--- src/rtl/reset_rls_seq_pkg.sv ---
// Shared types and helpers for the reset release sequencer.
package reset_seq_pkg;

    // Sequencer FSM states
    typedef enum logic [1:0] {
        SYNC,
        HOLD,
        RELEASE,
        DONE
    } state_e;

    // Width of the saturating soft-reset counter
    localparam int unsigned RST_CNT_W = 16;

    // Cycle counter width: wide enough to hold max(hold, step)
    function automatic int unsigned cnt_width(input int unsigned hold_cycles,
                                              input int unsigned step_cycles);
        int unsigned m;
        m = (hold_cycles > step_cycles) ? hold_cycles : step_cycles;
        return $clog2(m + 1);
    endfunction

endpackage

--- src/rtl/reset_sync.sv ---
// Reset synchronizer: asynchronous clear, release shifted in over STAGES clocks.
module reset_sync #(
    parameter int unsigned STAGES = 3
) (
    input  logic clk,
    input  logic rst_n,
    output logic o_sync
);

    logic [STAGES-1:0] r_chain;

    // Flop chain cleared asynchronously, fills with ones after release
    always_ff @(posedge clk or negedge rst_n) begin
        if (!rst_n) begin
            r_chain <= '0;
        end else begin
            r_chain <= {r_chain[STAGES-2:0], 1'b1};
        end
    end

    assign o_sync = r_chain[STAGES-1];

endmodule

--- src/rtl/reset_rls_seq.sv ---
// Reset release sequencer: synchronizes rst_n release, holds, then releases
// rst_out bits one at a time in index order. Soft reset restarts from HOLD.
module reset_rls_seq
    import reset_seq_pkg::*;
#(
    parameter int unsigned SYNC_STAGES = 3,
    parameter int unsigned HOLD_CYCLES = 16,
    parameter int unsigned NUM_OUT     = 4,
    parameter int unsigned STEP_CYCLES = 8,
    parameter int          OUT_ACTIVE  = 1
) (
    input  logic                 clk,
    input  logic                 rst_n,
    input  logic                 soft_rst_req,
    output logic [NUM_OUT-1:0]   rst_out,
    output logic                 done,
    output logic [RST_CNT_W-1:0] rst_cnt
);

    localparam int unsigned CNT_W = cnt_width(HOLD_CYCLES, STEP_CYCLES);
    localparam int unsigned IDX_W = (NUM_OUT > 1) ? $clog2(NUM_OUT) : 1;
    localparam logic        ACT   = (OUT_ACTIVE != 0);

    localparam logic [CNT_W-1:0] HOLD_LAST = CNT_W'(HOLD_CYCLES - 1);
    localparam logic [CNT_W-1:0] STEP_LAST = CNT_W'(STEP_CYCLES - 1);
    localparam logic [IDX_W-1:0] IDX_LAST  = IDX_W'(NUM_OUT - 1);

    if (SYNC_STAGES < 2) begin : g_bad_sync
        $fatal(1, "reset_rls_seq: SYNC_STAGES must be >= 2");
    end
    if (HOLD_CYCLES < 1) begin : g_bad_hold
        $fatal(1, "reset_rls_seq: HOLD_CYCLES must be >= 1");
    end
    if (NUM_OUT < 1) begin : g_bad_num
        $fatal(1, "reset_rls_seq: NUM_OUT must be >= 1");
    end
    if (STEP_CYCLES < 1) begin : g_bad_step
        $fatal(1, "reset_rls_seq: STEP_CYCLES must be >= 1");
    end

    logic w_sync;

    state_e                 r_state, w_state_d;
    logic [CNT_W-1:0]       r_cnt, w_cnt_d;
    logic [IDX_W-1:0]       r_idx, w_idx_d;
    logic [NUM_OUT-1:0]     r_rst_out, w_rst_out_d;
    logic                   r_done, w_done_d;
    logic [RST_CNT_W-1:0]   r_rst_cnt, w_rst_cnt_d;

    logic                   w_soft_ok;
    logic [CNT_W-1:0]       w_hold_cnt;

    reset_sync #(
        .STAGES (SYNC_STAGES)
    ) u_reset_sync (
        .clk    (clk),
        .rst_n  (rst_n),
        .o_sync (w_sync)
    );

    // The synchronized release edge itself is the first hold cycle, so the
    // SYNC exit performs a HOLD step with a zero count.
    assign w_hold_cnt = (r_state == HOLD) ? r_cnt : '0;
    assign w_soft_ok  = soft_rst_req && (r_state != SYNC);

    // Next-state: soft reset overrides any release scheduled for this edge
    always_comb begin
        w_state_d   = r_state;
        w_cnt_d     = r_cnt;
        w_idx_d     = r_idx;
        w_rst_out_d = r_rst_out;
        w_done_d    = r_done;
        w_rst_cnt_d = r_rst_cnt;

        if (w_soft_ok) begin
            w_state_d   = HOLD;
            w_cnt_d     = '0;
            w_idx_d     = '0;
            w_rst_out_d = {NUM_OUT{ACT}};
            w_done_d    = 1'b0;
            if (r_rst_cnt != '1) begin
                w_rst_cnt_d = r_rst_cnt + RST_CNT_W'(1);
            end
        end else begin
            case (r_state)
                SYNC, HOLD: begin
                    if ((r_state == HOLD) || w_sync) begin
                        if (w_hold_cnt == HOLD_LAST) begin
                            w_rst_out_d[0] = ~ACT;
                            w_cnt_d        = '0;
                            w_idx_d        = IDX_W'(1);
                            if (NUM_OUT == 1) begin
                                w_state_d = DONE;
                                w_done_d  = 1'b1;
                            end else begin
                                w_state_d = RELEASE;
                            end
                        end else begin
                            w_cnt_d   = w_hold_cnt + CNT_W'(1);
                            w_state_d = HOLD;
                        end
                    end
                end
                RELEASE: begin
                    if (r_cnt == STEP_LAST) begin
                        w_rst_out_d[r_idx] = ~ACT;
                        w_cnt_d            = '0;
                        if (r_idx == IDX_LAST) begin
                            w_state_d = DONE;
                            w_done_d  = 1'b1;
                        end else begin
                            w_idx_d = r_idx + IDX_W'(1);
                        end
                    end else begin
                        w_cnt_d = r_cnt + CNT_W'(1);
                    end
                end
                DONE: begin
                    w_done_d = 1'b1;
                end
                default: begin
                    w_state_d = SYNC;
                end
            endcase
        end
    end

    // State and output registers; rst_n assertion forces outputs immediately
    always_ff @(posedge clk or negedge rst_n) begin
        if (!rst_n) begin
            r_state   <= SYNC;
            r_cnt     <= '0;
            r_idx     <= '0;
            r_rst_out <= {NUM_OUT{ACT}};
            r_done    <= 1'b0;
            r_rst_cnt <= '0;
        end else begin
            r_state   <= w_state_d;
            r_cnt     <= w_cnt_d;
            r_idx     <= w_idx_d;
            r_rst_out <= w_rst_out_d;
            r_done    <= w_done_d;
            r_rst_cnt <= w_rst_cnt_d;
        end
    end

    assign rst_out = r_rst_out;
    assign done    = r_done;
    assign rst_cnt = r_rst_cnt;

endmodule
--- config.mk ---
export PLATFORM = sky130hd
export DESIGN_NAME = reset_rls_seq
export DESIGN_NICKNAME = d
export VERILOG_FILES = /design/src/rtl/reset_rls_seq_pkg.sv /design/src/rtl/reset_sync.sv /design/src/rtl/reset_rls_seq.sv
export SDC_FILE = /design/constraint.sdc
export NUM_CORES = 1
export LEC_CHECK = 0
export BUFFER_PORTS_ARGS = -buffer_cell sky130_fd_sc_hd__buf_4
export CORE_MARGIN = 4
export CORE_UTILIZATION = 30
export CTS_CLUSTER_SIZE = 28
export DETAILED_ROUTE_END_ITERATION = 16
export PLACE_DENSITY = 0.53
export SYNTH_ARGS = -nofsm -noshare
export SYNTH_HDL_FRONTEND = slang
export SYNTH_SLANG_ARGS = --single-unit
--- constraint.sdc ---
create_clock -name clk -period 6.08 [get_ports clk]
set_input_delay 0.304 -clock clk [delete_from_list [all_inputs] [get_ports clk]]
set_output_delay 0.304 -clock clk [all_outputs]
set_load 0.005 [all_outputs]
==> qor.csv, run 1 <==
metric,value,unit
io_buffer_count,23,
cts.sinks,33,
netlist_instances,178,
path_clk_slew,0.07,ns
clock-skew-final,0.00285,ns
met3_length,183,um
start_util,0.308,
cts_setup_buffers,0,
gr-total-overflow,0,
run_status,completed,
wl_per_cell,14.0,um
grt_pass1_wl,6.85,mm
final.fill_count,603,
drc_errors,0,
min_path_type,in2reg,
fin_cells,279,
clock_latency,0.28,ns
synth-seq-area-share,0.455,
max_cap_violations,0,
peakVddDrop,0.169,mV
ys_seq_elements,33,
dieArea,0.00739,mm2
max_stage_delay,0.61,ns
fmax,396,MHz
syn_nets,188,
synth_most_common_cell,dfrtp_1,
grt_max_degree,34,
yosysTopAreaCell,dfrtp_1,
area_delta_synth_final,19.5,%
hold_violations,0,
root_buffer,clkbuf_8,
cp-end-kind,flop,
antenna_left,0,
yosys-top-cells-area,"dfrtp_1 40%, xor2_1 7.7%, dfstp_2 5.8%",
setup_viol,0,
die_w,86.0,um
yosys-top-cells-count,"29 x dfrtp_1, 16 x xor2_1, 14 x nor3_1",
antenna_found_initial,0,
slew_violations,0,
dr.pass1.iters,4,
rsz0062_at_grt,false,
power,0.000591,W
critPathArrivalTime,2.75,ns
ys_types,48,
worst_pin_slew,0.595,ns
worstPathCellList,nor2b_1 -> and2_1 -> ha_1 -> nand4b_1 -> or3_1 -> a2111oi_0 -> a211o_1,
synthFlopType,dfrtp_1,
clockBufferDepth,2,
hpwlAfterDp,2.71,mm
crit_path_start_kind,flop,
path_buf_inv,0,
drtIter0Drc,68,
crit_required,6.31,ns
power_density,271,mW/mm2
netlist_area,0.00182,mm2
numCtsBuffers,5,
async_flop_share,1.00,
wl_met1,1.81,mm
ys_warn_count,0,
wl_met2,1.88,mm
tritoncts,built,
rows,28,
grt_pass1_vias,1463,
synth-edff-count,0,
core_area,0.00592,mm2
top_layer_used,met4,
critPathKind,reg2reg,
via_count,1450,
diodes,0,
p_leak,1.02,nW
finalWeightedCongestion,0.828,
ioPinCount,24,
track_usage,0.116,
min_period_over_period,0.415,
ctsHtreeMaxLevel,2,
max-slew-margin-rel,0.600,
layout-drive-gt1-share,0.206,
synth_top_area_frac,0.398,
finalNetCount,214,
min_period,2.53,ns
cp_top_family,simple AND/OR/NAND/NOR gates,
synth.avg_cell_area,10.2,um2
placed_cells,271,
post_cts_resized,0,
tns,0,ns
crit_fanout,15,
vias_per_cell,5.20,
die_y,86.0,um
routed_wl,3.92,mm
crit_path_top_delay_cell,dfrtp_1,
[cell usage in the layout, fill, tap and decap left out, drive strengths merged, types with 2 or more instances in the layout]
cell / synthesis / routed
nor2: 10 / 10
a21o: 2 / 2
a21oi: 8 / 8
dfstp: 4 / 4
a2111oi: 2 / 2
nand3: 10 / 10
nor2b: 3 / 3
nor3: 14 / 14
nand2: 8 / 8
nand2b: 3 / 3
nor3b: 2 / 2
nand4: 5 / 5
mux2: 3 / 3
dfrtp: 29 / 29
and2: 4 / 4
buf: 3 / 23
inv: 6 / 6
ha: 7 / 7
o22ai: 2 / 2
o22a: 2 / 2
a22oi: 3 / 3
a31oi: 2 / 2
clkbuf: 2 / 5
o21a: 2 / 2
and3: 3 / 3
xor2: 16 / 16
o2bb2ai: 2 / 2
o21ai: 6 / 6
[through the flow]
stage                     hold slack (ns)  setup WS [ns]  cell area, um2  utilization
final                               0.315           3.55            2180        0.368
after global routing                0.328           3.33            2180        0.368
after CTS                           0.300           3.57            2180        0.368
after detailed placement            0.288           3.61            2070        0.349
after global placement              0.282           3.67            2070        0.349
after floorplan                   0.00841           3.87            1820            -
[flip-flops by register name, summed over array words and instances, names as in the netlist]
signal	cells
rst_cnt	16
r_cnt	5
rst_out	4
u_reset_sync.r_chain	3
r_idx	2
r_state	2
done	1
[power breakdown]
| part | total (W) | switching, W | internal (W) |
|---|---|---|---|
| sequential | 0.000282 | 0.0000353 | 0.000246 |
| combinational | 0.000108 | 0.0000459 | 0.0000621 |
| clock | 0.000202 | 0.0000826 | 0.000119 |
[cells by family (layout without fill, tap and decap cells)]
kind of cell / count (synthesis) / in the layout / share of synthesized area
buffers and inverters: 11 / 37 / 0.0261
xor gates and xnor gates: 16 / 16 / 0.0768
DFF: 33 / 33 / 0.455
AOI/OAI and AO/OA: 37 / 37 / 0.140
and+or+nand+nor: 70 / 70 / 0.231
adders and majority gates: 7 / 7 / 0.0480
other: 1 / 1 / 0.00206
muxes: 3 / 3 / 0.0206
[cell type report]
class / instances / area [um2] / share of cell area
clock buffers: 5 / 68.8 / 0.0316
inverters: 6 / 22.5 / 0.0103
repair buffers: 24 / 183 / 0.0838
clock inverters: 2 / 35.0 / 0.0161
flip-flops and latches: 33 / 831 / 0.381
multi-input cells: 134 / 946 / 0.434
well taps: 75 / 93.8 / 0.0431
[worst reg2reg max path, delay by kind of cell (launching register included)]
kind | cells | cell delay, ns
simple gates | 4 | 1.03
fa+ha+maj | 1 | 0.24
flops | 1 | 0.61
compound gates | 2 | 0.59
[worst paths after layout]
path	startpoint	to	slack (ns)	cells past startpoint
worst max-delay path	r_state[0]	r_idx[1]	3.55	7
worst min-delay path	soft_rst_req	r_state[1]	0.31	2
worst max register to register	r_state[0]	r_idx[1]	3.55	7
worst min register to register	u_reset_sync.r_chain[1]	u_reset_sync.r_chain[2]	0.35	0
max in group asynchronous	rst_n	rst_out[0]	5.24	2
min in group asynchronous	rst_n	r_cnt[3]	0.50	2
[metal layers]
metal | GRT usage | up-vias
met5 | 0 | -
met4 | 0.0460 | 0
met3 | 0.0413 | 4
met2 | 0.182 | 33
met1 | 0.145 | 705
li1 | - | 708
[timing repair]
item,4_1_cts,5_1_grt
setup endpoints to repair,0,0
endpoints found under the hold margin,29,0
hold buffers,1,0
(Power assumes the default switching activity.)
==> run 2: changes to the inputs <==
--- a/config.mk
+++ b/config.mk
@@ -5,6 +5,7 @@
 export SDC_FILE = /design/constraint.sdc
 export NUM_CORES = 1
 export LEC_CHECK = 0
+export ABC_AREA = 1
 export BUFFER_PORTS_ARGS = -buffer_cell sky130_fd_sc_hd__buf_4
 export CORE_MARGIN = 4
 export CORE_UTILIZATION = 30
==> constraint.sdc (replaced) <==
create_clock -name clk -period 2.65 [get_ports clk]
set_input_delay 0.1325 -clock clk [delete_from_list [all_inputs] [get_ports clk]]
set_output_delay 0.1325 -clock clk [all_outputs]
set_load 0.005 [all_outputs]
==> qor.csv, run 2 <==
metric,value,unit,change
run_status,completed,,unchanged
ctsHtreeMaxLevel,2,,unchanged
clockBufferDepth,2,,unchanged
yosysTopAreaCell,dfrtp_1,,unchanged
ys_types,29,,was 48
fmax,499,MHz,was 396 MHz
yosys-top-cells-count,"70 x nand2_1, 29 x dfrtp_1, 28 x inv_1",,"was 29 x dfrtp_1, 16 x xor2_1, 14 x nor3_1"
async_flop_share,1.00,,unchanged
hpwlAfterDp,3.18,mm,was 2.71 mm
grt_max_degree,34,,unchanged
rsz0062_at_grt,false,,unchanged
finish.utilization,0.362,,was 0.368
clock_latency,0.29,ns,was 0.28 ns
yosys-top-cells-area,"dfrtp_1 37%, nand2_1 13%, dfstp_2 5.3%",,"was dfrtp_1 40%, xor2_1 7.7%, dfstp_2 5.8%"
synth-seq-area-share,0.419,,was 0.455
p_leak,1.07,nW,was 1.02 nW
critPathArrivalTime,2.18,ns,was 2.75 ns
crit_fanout,6,,was 15
clock-skew-final,0.0112,ns,was 0.00285 ns
synth-edff-count,0,,unchanged
synth_top_family_by_area,simple AND/OR/NAND/NOR gates,,unchanged
cts.sinks,33,,unchanged
drc_errors,0,,unchanged
ioPinCount,24,,unchanged
synth_xor_xnor_area_share,0.0398,,was 0.0768
antenna_found_initial,0,,unchanged
ys_seq_elements,33,,unchanged
largest_reg_flops,16,,unchanged
dieArea,0.00797,mm2,was 0.00739 mm2
tns,0,ns,unchanged
track_usage,0.128,,was 0.116
start_util,0.310,,was 0.308
crit_required,2.83,ns,was 6.31 ns
yosys.area_share.simple,0.295,,was 0.231
via_count,1723,,was 1450
netlist_area,0.00198,mm2,was 0.00182 mm2
wl_per_cell,12.1,um,was 14.0 um
final_area,0.00231,mm2,was 0.00218 mm2
max-slew-margin-rel,0.619,,was 0.600
min_period,2.01,ns,was 2.53 ns
peakVddDrop,0.378,mV,was 0.169 mV
gr-total-overflow,0,,unchanged
min_path_type,in2reg,,unchanged
antenna_left,0,,unchanged
crit_path_start_kind,flop,,unchanged
worst_pin_slew,0.566,ns,was 0.595 ns
synth.avg_cell_area,7.77,um2,was 10.2 um2
min_period_over_period,0.757,,was 0.415
grt_pass1_wl,7.96,mm,was 6.85 mm
max_cap_violations,0,,unchanged
area_delta_synth_final,16.5,%,was 19.5%
io_buffer_count,23,,unchanged
synth-compound-area-share,0.119,,was 0.140
syn_nets,265,,was 188
layout-drive-gt1-share,0.204,,was 0.206
numCtsBuffers,5,,unchanged
drtIter0Drc,66,,was 68
hold_violations,0,,unchanged
die_w,89.3,um,was 86.0 um
rows,29,,was 28
synth_most_common_cell,nand2_1,,was dfrtp_1
synth_mux_area_frac,0,,was 0.0206
diodes,0,,unchanged
post_cts_resized,0,,unchanged
finalNetCount,293,,was 214
layout_common_cells,"70 x nand2_1, 29 x dfrtp_1, 28 x inv_1",,"was 29 x dfrtp_1, 23 x buf_4, 16 x xor2_1"
cp-end-kind,flop,,unchanged
setup_viol,0,,unchanged
place_area,0.00222,mm2,was 0.00207 mm2
slew_violations,0,,unchanged
finalWeightedCongestion,0.840,,was 0.828
core_area,0.00639,mm2,was 0.00592 mm2
dr.pass1.iters,4,,unchanged
routed_wl,4.37,mm,was 3.92 mm
critPathKind,reg2reg,,unchanged
final_common_cell,nand2_1,,was dfrtp_1
netlist_instances,255,,was 178
grt_pass1_vias,1762,,was 1463
ys_warn_count,0,,unchanged
synth_adder_area_share,0.0442,,was 0.0480
tritoncts,built,,unchanged
vias_per_cell,4.77,,was 5.20
cts_setup_buffers,0,,unchanged
power_density,611,mW/mm2,was 271 mW/mm2
synth_top_area_frac,0.366,,was 0.398
path_clk_slew,0.08,ns,was 0.07 ns
holdWs,0.234,ns,was 0.315 ns
die_y,89.3,um,was 86.0 um
root_buffer,clkbuf_8,,unchanged
synthFlopType,dfrtp_1,,unchanged
## run 2: changes by cell type after synthesis, sizes merged, moves of 4 or more
cell	delta
nand3	+8
nand2	+64
xor2	-10
and2	-4
inv	+28
nor2	+16
nand3b	+4
o21ai	+19
nor3	-8
## run 2: kinds of logic after synthesis
| family | count (synthesis) |
|---|---|
| AO/OA/AOI/OAI | 37 |
| XOR/XNOR | 9 |
| adder cells (fa/ha/maj) | 7 |
| buffers and inverters | 37 |
| flip-flops | 33 |
| other | 1 |
| AND/OR/NAND/NOR | 131 |
## run 2: routing by layer
metal	wire length [um]	vias to the layer above	track usage
li1	-	875	-
met5	0	-	0
met3	229	6	0.0286
met1	2100	798	0.168
met4	53	0	0.0447
met2	1990	44	0.207
## run 2: metrics by stage
step | cells | setup WS, ns | total power, W
2_1_floorplan | 255 | 0.934 | 0.000878
3_3_place_gp | 352 | 0.637 | 0.00105
3_5_place_dp | 352 | 0.607 | 0.00105
4_1_cts | 361 | 0.603 | 0.00143
5_1_grt | 361 | 0.384 | 0.00152
6_report | 361 | 0.645 | 0.00141
## run 2: power by group
group          switching, W  internal, W
Clock              0.000191     0.000182
Sequential        0.0000999     0.000581
Combinational      0.000180     0.000176
## run 2: area by class of cell
| type | count | area (um2) |
|---|---|---|
| clock inverter | 2 | 10.0 |
| clock buffer | 6 | 72.6 |
| multi-input combinational | 185 | 990 |
| sequential | 33 | 831 |
| fill | 688 | 4080 |
| timing repair buffer | 24 | 183 |
| tap | 77 | 96.3 |
| inverter | 34 | 128 |
## run 2: worst paths after layout
check                                        start                       to  slack (ns)  cells past startpoint
setup reg to reg                        r_state[0]                 r_idx[0]        0.64                     12
hold reg to reg            u_reset_sync.r_chain[0]  u_reset_sync.r_chain[1]        0.35                      0
max in group asynchronous                    rst_n               rst_out[0]        1.99                      2
hold / removal                        soft_rst_req               r_state[0]        0.23                      4
setup / recovery                        r_state[0]                 r_idx[0]        0.64                     12
min in group asynchronous                    rst_n                 r_cnt[4]        0.31                      2
## run 2: critical path, cell delays in order (launching register included)
cell and delay [ns]:
dfrtp_1 0.47, inv_2 0.10, nor2_1 0.19, inv_1 0.08, nor2_1 0.13, ha_1 0.16, inv_1 0.05, nor2_2 0.15
nand3_2 0.15, a21oi_2 0.21, nand2_1 0.09, nand2_1 0.06, nand2_1 0.05
## run 2: timing repair
action	4_1_cts	5_1_grt
endpoints found under the setup margin	0	0
endpoints found under the hold margin	29	0
hold buffers	1	0
==> run 3: changes to the inputs <==
--- a/config.mk
+++ b/config.mk
@@ -5,13 +5,13 @@
 export SDC_FILE = /design/constraint.sdc
 export NUM_CORES = 1
 export LEC_CHECK = 0
-export ABC_AREA = 1
+export ABC_AREA = 0
 export BUFFER_PORTS_ARGS = -buffer_cell sky130_fd_sc_hd__buf_4
 export CORE_MARGIN = 4
 export CORE_UTILIZATION = 30
 export CTS_CLUSTER_SIZE = 28
 export DETAILED_ROUTE_END_ITERATION = 16
-export PLACE_DENSITY = 0.53
+export PLACE_DENSITY = 0.55
 export SYNTH_ARGS = -nofsm -noshare
 export SYNTH_HDL_FRONTEND = slang
 export SYNTH_SLANG_ARGS = --single-unit
==> constraint.sdc (replaced) <==
create_clock -name clk -period 1.6 [get_ports clk]
set_input_delay 0.08 -clock clk [delete_from_list [all_inputs] [get_ports clk]]
set_output_delay 0.08 -clock clk [all_outputs]
set_load 0.005 [all_outputs]
==> qor.csv, run 3 (same netlist as run 1, synthesis figures left out) <==
metric,value,unit,change
final_area,0.00283,mm2,was 0.00231 mm2
track_usage,0.132,,was 0.128
die_w,86.0,um,was 89.3 um
numCtsBuffers,5,,unchanged
crit_fanout,3,,was 6
grt_pass1_vias,1621,,was 1762
cp-end-kind,flop,,unchanged
antenna_left,0,,unchanged
via_count,1657,,was 1723
area_delta_synth_final,54.9,%,was 16.5%
crit_required,1.79,ns,was 2.83 ns
violations,negative setup slack,,
finish.utilization,0.477,,was 0.362
dieArea,0.00739,mm2,was 0.00797 mm2
finalNetCount,265,,was 293
wl_per_cell,14.6,um,was 12.1 um
power_density,902,mW/mm2,was 611 mW/mm2
drtIter0Drc,63,,was 66
place_area,0.00237,mm2,was 0.00222 mm2
clock_latency,0.29,ns,about the same
p_sw,0.000741,W,was 0.000471 W
rr_worst_depth,7,,was 12
diodes,0,,unchanged
swShare,0.291,,was 0.334
p_int,0.00181,W,was 0.000939 W
combPwrFrac,0.278,,was 0.253
critPathArrivalTime,2.11,ns,was 2.18 ns
rows,28,,was 29
pwr-share-seq,0.401,,was 0.483
vias_per_cell,5.01,,was 4.77
dr.pass1.iters,4,,unchanged
cts.sinks,33,,unchanged
grt_max_degree,34,,unchanged
cp_common_cell,and2_4,,was nand2_1
max_cap_violations,0,,unchanged
antenna_found_initial,0,,unchanged
final_common_cell,buf_4,,was nand2_1
max_stage_delay,0.41,ns,was 0.47 ns
die_y,86.0,um,was 89.3 um
path_clk_slew,0.08,ns,about the same
grt_pass1_wl,7.72,mm,was 7.96 mm
final.fill_count,581,,was 688
worstPathCellList,nor2b_4 -> and2_4 -> ha_4 -> nand4b_1 -> or3_4 -> and2_4 -> a211o_1,,was inv_2 -> nor2_1 -> inv_1 -> nor2_1 -> ha_1 -> inv_1 -> nor2_2 -> nand3_2 -> a21oi_2 -> nand2_1 -> nand2_1 -> nand2_1
p_leak,1.32,nW,was 1.07 nW
critPathKind,reg2reg,,unchanged
ctsHtreeMaxLevel,2,,unchanged
drc_errors,0,,unchanged
run_status,"complete, but fails checks",,was completed
min_period_over_period,1.20,,was 0.757
fmax,519,MHz,was 499 MHz
finalWeightedCongestion,0.801,,was 0.840
setup_viol,10,,was 0
ioPinCount,24,,unchanged
place_ws,-0.281,ns,was 0.607 ns
layout-drive-gt1-share,0.500,,was 0.204
clockBufferDepth,2,,unchanged
start_util,0.308,,was 0.310
routed_wl,4.84,mm,was 4.37 mm
core_area,0.00592,mm2,was 0.00639 mm2
clock-skew-final,0.00786,ns,was 0.0112 ns
slew_violations,0,,unchanged
hold_violations,0,,unchanged
largest_reg_flops,16,,unchanged
gr-total-overflow,0,,unchanged
crit_path_top_delay_cell,dfrtp_1,,unchanged
tritoncts,built,,unchanged
rsz0062_at_grt,true,,was false
hpwlAfterDp,3.17,mm,was 3.18 mm
min_period,1.93,ns,was 2.01 ns
crit_path_start_kind,flop,,unchanged
setup_slack,-0.328,ns,was 0.645 ns
peakVddDrop,0.734,mV,was 0.378 mV
layout_common_cells,"67 x buf_4, 26 x dfrtp_1, 16 x xor2_1",,"was 70 x nand2_1, 29 x dfrtp_1, 28 x inv_1"
root_buffer,clkbuf_8,,unchanged
io_buffer_count,23,,unchanged
holdPathStages,2,,was 4
p_clk_frac,0.321,,was 0.264
min_path_type,in2reg,,unchanged
==> run 3: final cells by class <==
| class | instances | area, um2 | share of cell area |
|---|---|---|---|
| Sequential cell | 33 | 835 | 0.295 |
| Multi-Input combinational cell | 134 | 1160 | 0.410 |
| Inverter | 6 | 22.5 | 0.00797 |
| Timing Repair Buffer | 75 | 601 | 0.212 |
| Tap cell | 75 | 93.8 | 0.0332 |
| Clock buffer | 5 | 68.8 | 0.0243 |
| Clock inverter | 3 | 46.3 | 0.0164 |
==> run 3: power groups by stage <==
stage | Sequential (W) | Combinational (W) | Clock [W]
final | 0.00102 | 0.000708 | 0.000818
after global routing | 0.00104 | 0.000777 | 0.000893
after CTS | 0.00102 | 0.000611 | 0.000850
after detailed placement | 0.00104 | 0.000597 | 0
after global placement | 0.00104 | 0.000589 | 0
after floorplan | 0.00107 | 0.000222 | 0
==> run 3: routing by layer <==
metal  global-route usage  share of wire  wire (um)  vias up
met5                    0              0          0        -
met1                0.167           0.45       2160      824
li1                     -              -          -      803
met2                0.221           0.51       2450       30
met3               0.0461          0.048        231        0
met4               0.0216              0          0        0
==> run 3: what timing repair did <==
item	in CTS	in global routing
setup endpoints to repair	9	26
pin swaps	5	14
buffers inserted	2	14
resized for setup	8	44
endpoints found under the hold margin	29	0
hold buffers	1	0
==> run 3: final timing paths <==
path                                         start                 endpoint  slack, ns
max                                     r_state[1]                 r_idx[1]      -0.33
min in group asynchronous                    rst_n                 r_idx[1]       0.27
max reg2reg                             r_state[1]                 r_idx[1]      -0.33
min                                   soft_rst_req               r_state[1]       0.13
max in group asynchronous                    rst_n               rst_out[3]       0.98
min reg2reg                u_reset_sync.r_chain[1]  u_reset_sync.r_chain[2]       0.35
==> run 3: per-stage QoR <==
step	total power (W)	std cells	hold WS [ns]	setup TNS, ns
final	0.00255	331	0.134	-1.54
after global routing	0.00271	331	0.145	-2.64
after floorplan	0.00129	178	-0.216	-1.24
after global placement	0.00163	310	0.0560	-0.849
after CTS	0.00248	319	0.0752	-0.850
after detailed placement	0.00163	310	0.0563	-1.02
==> run 3: worst max-delay path: cells and delay by family (launching register included) <==
family                   cells  cell delay [ns]
AO/OA/AOI/OAI                1             0.28
AND/OR/NAND/NOR              5             0.99
adder cells (fa/ha/maj)      1             0.14
flip-flops                   1             0.41
